### src/rtl/fifo_msg_serializer.sv
// rtl/fifo_msg_serializer.sv - dequeues one 704-bit message and streams it out as 22 word beats
module fifo_msg_serializer #(
   parameter int WORDS = 22,
   parameter int WIDTH = 32
) (
   input  logic                   CLK,
   input  logic                   RST,
   input  logic [WORDS*WIDTH-1:0] in_first,
   input  logic                   in_first__RDY,
   input  logic                   in_deq__RDY,
   output logic                   in_deq__ENA,
   input  logic                   out_word__RDY,
   output logic                   out_word__ENA,
   output logic [WIDTH-1:0]       out_word_v,
   output logic                   out_word_last,
   output logic                   busy,
   output logic [31:0]            msg_count
);

   localparam logic ST_IDLE = 1'b0;
   localparam logic ST_SEND = 1'b1;
   localparam logic [4:0] LAST_IDX = 5'(WORDS - 1);

   logic                   state_q, state_d;
   logic [4:0]             idx_q, idx_d;
   logic [WORDS*WIDTH-1:0] hold_q, hold_d;
   logic [31:0]            msg_count_q, msg_count_d;

   logic up_rdy;
   logic sending;
   logic is_last;
   logic last_xfer;

   assign up_rdy    = in_first__RDY & in_deq__RDY;
   assign sending   = (state_q == ST_SEND);
   assign is_last   = sending & (idx_q == LAST_IDX);
   assign last_xfer = is_last & out_word__RDY;

   // Reload from upstream on the final beat so consecutive messages leave no bubble.
   assign in_deq__ENA   = up_rdy & (~sending | last_xfer);
   assign out_word__ENA = sending & out_word__RDY;
   assign out_word_last = is_last;
   assign out_word_v    = sending ? hold_q[WIDTH*idx_q +: WIDTH] : '0;
   assign busy          = sending;
   assign msg_count     = msg_count_q;

   always_comb begin
      state_d     = state_q;
      idx_d       = idx_q;
      hold_d      = hold_q;
      msg_count_d = msg_count_q;
      if (in_deq__ENA) begin
         hold_d  = in_first;
         idx_d   = '0;
         state_d = ST_SEND;
      end else if (last_xfer) begin
         state_d = ST_IDLE;
      end
      if (out_word__ENA && !is_last)
         idx_d = idx_q + 5'd1;
      if (last_xfer)
         msg_count_d = msg_count_q + 32'd1;
   end

   always_ff @(posedge CLK) begin
      if (RST) begin
         state_q     <= ST_IDLE;
         idx_q       <= '0;
         hold_q      <= '0;
         msg_count_q <= '0;
      end else begin
         state_q     <= state_d;
         idx_q       <= idx_d;
         hold_q      <= hold_d;
         msg_count_q <= msg_count_d;
      end
   end

endmodule

### config.mk
export PLATFORM = sky130hd
export DESIGN_NAME = fifo_msg_serializer
export DESIGN_NICKNAME = d
export VERILOG_FILES = /design/src/rtl/fifo_msg_serializer.sv
export SDC_FILE = /design/constraint.sdc
export NUM_CORES = 2
export LEC_CHECK = 0
export CAP_MARGIN = 20
export CORE_AREA = 2 2 303 305
export CTS_CLUSTER_DIAMETER = 50
export DETAILED_ROUTE_END_ITERATION = 10
export DIE_AREA = 0 0 305 307
export PLACE_DENSITY = 0.73
export SYNTH_ARGS = -nofsm -noshare
export SYNTH_HDL_FRONTEND = slang
export SYNTH_SLANG_ARGS = --single-unit
### constraint.sdc
create_clock -name CLK -period 3.65 [get_ports CLK]
set_input_delay 0.5475 -clock CLK [delete_from_list [all_inputs] [get_ports CLK]]
set_output_delay 0.5475 -clock CLK [all_outputs]
set_load 0.005 [all_outputs]
**Word-level counts from Yosys, hierarchy flattened**

Cells that the tools add are included.

- Register bits after elaboration: 742
- Logic and storage cells: 24
- Memories: 0
- Bits in writable memories: 0
- Latch bits: 0
- Bits in read-only memories: 0

- $mul: 0
- Shifts and indexed selects: 1
- Bitwise logic cells: 7
- Add/subtract/negate cells: 2
- Equal/unequal tests: 1
- Muxes and demuxes: 5
- Reductions and logical operators: 4
- Order comparisons: 0
- Div/mod/pow operators: 0

Operators with widths:

| kind | number |
|---|---|
| indexed part select 704 x 11 -> 32 bit | 1 |
| adder 32 x 1 -> 32 bit (second input constant) | 1 |
| 2-to-1 mux 32 bit | 1 |
| 2-to-1 mux 5 bit | 2 |
| adder 5 x 1 -> 5 bit (second input constant) | 1 |
| bitwise AND 1 bit | 5 |
| == test 5 bit (second input constant) | 1 |
| nonzero test 2 bit | 2 |
| 2-to-1 mux 1 bit | 2 |
| logical AND 1 bit | 1 |
| logical NOT 1 bit | 1 |
| NOT 1 bit | 1 |
| bitwise OR 1 bit | 1 |

**Longest topological paths before layout**

- Word-level depth: 7
- Mapped depth: 12
- Depth with buffers taken out: 6

**Worst setup path before layout**

No wires, ideal clock.

- Kind: reg2out
- Start: reg idx_q[1]
- End: out in_deq__ENA
- Slack: 0.753 ns
- Arrival: 2.349 ns
- Stages on the path, launching flop included: 12
- Path buffers: 6
- Cells stage by stage: dfxtp_1 buf_2 buf_2 buf_1 inv_1 ha_1 and4b_1 a21boi_2 buf_4 buf_2 buf_2 nor2_1

- Cells in the longest elaborated chain, start to end: 5

Ends and longest elaborated chain:

| what | line | RTL |
|---|---|---|
| from (decl) | 25 | `logic [4:0] idx_q, idx_d;` |
| from (signal assigned) | 73 | `idx_q <= idx_d;` |
| == test 5 bit | 36 | `assign is_last = sending & (idx_q == LAST_IDX);` |
| bitwise AND 1 bit | 36 |  |
| bitwise AND 1 bit | 37 | `assign last_xfer = is_last & out_word__RDY;` |
| bitwise OR 1 bit | 40 | `assign in_deq__ENA = up_rdy & (~sending \| last_xfer);` |
| bitwise AND 1 bit | 40 |  |
| to (decl) | 11 | `output logic in_deq__ENA,` |

No other way between the ends.

**Worst setup path after layout**

- Start: reg idx_q[0]
- End: out out_word_v[19]

- Cells in the longest elaborated chain, start to end: 2

Ends and longest elaborated chain:

| what | line | RTL |
|---|---|---|
| indexed part select 704 x 11 -> 32 bit | 43 | `assign out_word_v = sending ? hold_q[WIDTH*idx_q +: WIDTH] : '0;` |
| 2-to-1 mux 32 bit | 43 |  |
| to (decl) | 14 | `output logic [WIDTH-1:0] out_word_v,` |

No other way between the ends.

==> impl_metrics.py <==
metrics = {
    "yosys": {
        "synth.distinct_cells": 49,
        "synthArstFlopShare": 0,
        "ys_ff_latch": 742,
        "synthCells": 4069,
        "avgSynthCellArea_um2": 8.338,
        "syn_area_um2": 33930,
        "synth_top_area_frac": 0.4378,
        "synthFlopType": "dfxtp_1",
        "ys_seq_area_frac": 0.4378,
        "yosysTopAreaCell": "dfxtp_1",
        "synthesis.nets": 4781,
        "yosys_warnings": 0,
        "yosys-top-cells-area": "dfxtp_1 (44%), o21ai_0 (11%), a21oi_1 (11%), nand3_1 (11%), mux2i_1 (7.6%)",
        "synth-edff-count": 0,
    },
    "final_layout": {
        "final_common_cell": "clkdlybuf4s50_1",
        "num-nets-final": 5293,
        "mostFrequentLayoutCells": "clkdlybuf4s50_1 (754), dfxtp_1 (736), o21ai_0 (730), a21oi_1 (730), nand3_1 (716)",
        "fill_cells": 8516,
        "design_area_um2": 46780,
        "drive_gt1_frac": 0.09429,
        "syn_to_final_growth_pct": 37.88,
    },
    "sta": {
        "tightest_slew_ns": 1.234,
        "fin_ws_ns": 0.01763,
        "maxSlewViolCount": 0,
        "final-hold-violation-count": 0,
        "period_needed_ns": 3.632,
        "fin_skew_ns": 0.02460,
        "rsz0062_at_grt": "true",
        "period_share": 0.9952,
        "setup_tns_ns": 0,
        "holdWs_ns": 0.3851,
        "fmax_mhz": 275.3,
        "setup_violations": 0,
        "slew_headroom": 0.1772,
    },
    "worst_setup_path": {
        "reg2reg_depth": 9,
        "cp_cell_sequence": "buf_4 > buf_16 > buf_4 > mux2i_1 > a22oi_1 > nand2_1 > o221ai_1 > buf_4",
        "crit_top_cell": "buf_4",
        "critPathKind": "reg -> out",
        "crit_slowest_cell": "mux2i_1",
        "crit_family": "buffers and inverters",
        "crit_fanout": 19,
        "crit_path_start_kind": "register",
        "r2r_slack_ns": 0.41,
        "crit_arrival_ns": 3.08,
        "worst-path-buf-inv": 4,
        "reg2reg_to": "hold_q[165]$_SDFFE_PP0P_",
        "cp.required_ns": 3.10,
        "end_kind": "output pin",
        "slowest_delay_ns": 0.53,
        "rr_startpoint": "idx_q[0]$_SDFFE_PP0P_",
    },
    "power_and_ir_drop": {
        "p_switching_mw": 5.674,
        "p_seq_frac": 0.409,
        "p_clk_frac": 0.458,
        "internal_power_mw": 15.56,
        "p_comb_frac": 0.133,
        "vdd_drop_max_uv": 412.9,
        "totalPowerFinal_mw": 21.23,
        "powerDensity_nw_per_um2": 453.8,
        "p_leak_nw": 15.03,
        "swShare": 0.2672,
    },
    "floorplan": {
        "die_area_um2": 93640,
        "dieHeight_um": 307,
        "io_pins": 777,
        "start_util": 0.3741,
        "core_area_um2": 90690,
        "rows": 111,
        "die_width_um": 305,
    },
    "clocking": {
        "hold_buffers": 0,
        "numCtsBuffers": 95,
        "clock_latency_ns": 0.64,
        "cts_tree": "done",
        "path_clk_slew_ns": 0.06,
        "clockBufferDepth": 3,
        "cts_root_buf": "clkbuf_16",
        "clkSinkCount": 742,
        "cts_htree_levels": 3,
    },
    "drt": {
        "ant_nets": 0,
        "wl_per_cell_um": 27.48,
        "wl_um": 161600,
        "vias": 35550,
        "drt_iter0_drc": 4391,
        "drc_errors": 0,
        "first_pass_iters": 6,
        "viasPerCell": 6.047,
    },
    "placed_design": {
        "gp_congestion": 0.9656,
        "dp_slack_ns": 0.1099,
        "dpl_cell_area_um2": 42600,
        "hpwlAfterDp_um": 115700,
        "portBuffers": 776,
    },
    "worst_hold_path": {
        "worstHoldStart": "RST",
        "hold_path_end": "hold_q[6]$_SDFFE_PP0P_",
        "min_path_cells": 2,
        "hp-class": "in -> reg",
    },
    "global_routing": {
        "grt-ovfl-total": 0,
        "grt_pass1_wl_um": 228700,
        "grt_start_max_net_pins": 262,
        "grt_use_total": 0.3286,
        "grt_pass1_vias": 33700,
        "antenna_found_initial": 50,
    },
    "run_status": {
        "status": "finished clean",
    },
    "flow_run": {
        "cap_violations": 0,
    },
}
[repair_timing]
item,CTS,global route
endpoints found under the setup margin,31,15
cloned,7,0
buffers inserted,14,3
gates resized for setup,96,22
pin swaps,2,7
[final cells by class]
class                           instances  area (µm²)  share of cell area
Clock buffer                          122        2629             0.05619
Multi-Input combinational cell       2834       17560              0.3754
Sequential cell                       742       14870              0.3179
Tap cell                             1186        1484             0.03172
Antenna cell                           37       92.59            0.001979
Inverter                                7       26.28           0.0005617
Clock inverter                         50       630.6             0.01348
Timing Repair Buffer                  901        9483              0.2027
[synth_stat cells (2+ instances only)]
library cell and instances:
nor2b_1 3, o221ai_1 32, clkbuf_1 388, o22ai_1 32
nor4_1 6, o21ai_0 745, and2_1 4, buf_1 13
mux4_2 64, ha_1 3, nand3_1 716, or3_4 2
a22oi_1 64, a21oi_1 730, xnor2_1 6, clkbuf_2 2
inv_1 7, nor2_1 43, or3_1 8, dfxtp_1 742
or4_1 16, buf_2 82, mux2i_1 256, or2_2 2
buf_6 2, o211ai_1 2, nand4_1 11, a311oi_1 2
and4_1 7, nand2_1 44, o31ai_1 16, o21ba_2 2
[power by group through the flow]
stage	Clock (mW)	Sequential [mW]	Combinational, mW
2_1_floorplan	0	8.74	1.26
3_3_place_gp	0	8.85	2.68
3_5_place_dp	0	8.86	2.69
4_1_cts	9.79	8.68	2.77
5_1_grt	10.1	8.71	2.97
6_report	9.72	8.69	2.82
[worst max-delay path by stage]
stage                     slack (ns)              to             startpoint  cells past startpoint
after floorplan                 0.75     in_deq__ENA  idx_q[1]$_SDFFE_PP0P_                     11
after global routing           -0.04  out_word_v[22]  idx_q[0]$_SDFFE_PP0P_                      7
after global placement          0.09   out_word_v[7]  idx_q[3]$_SDFFE_PP0P_                      5
final                           0.02  out_word_v[19]  idx_q[0]$_SDFFE_PP0P_                      8
after detailed placement        0.11  out_word_v[13]  idx_q[4]$_SDFFE_PP0P_                      5
after CTS                      -0.01   out_word_v[7]  idx_q[0]$_SDFFE_PP0P_                      6
[logic make-up after synthesis]
logic type	share of synthesized area
AO/OA/AOI/OAI	0.2519
XOR/XNOR	0.001807
adder cells (fa/ha/maj)	0.001106
buffers and inverters	0.05841
flip-flops	0.4378
multiplexers	0.1183
AND/OR/NAND/NOR	0.1306
[metrics by stage]
step,std cells,util
after floorplan,4069,-
after global placement,5646,0.4697
after detailed placement,5646,0.4697
after CTS,5839,0.5135
after global routing,5874,0.5157
final,5879,0.5158
[flip-flops by register name, summed over array words and instances (netlist names)]
register / cells
idx_q: 5
msg_count: 32
hold_q: 704
busy: 1
[routing by layer]
metal	routed length [µm]	global-route usage	up-vias	part of all wire
met5	95	0	-	0.00059
met4	10100	0.1935	16	0.063
met3	14070	0.07181	426	0.087
met2	74710	0.5266	1869	0.46
met1	62570	0.4066	17180	0.39
li1	-	-	16060	-
Note: power is estimated with default switching activity, not from simulation.
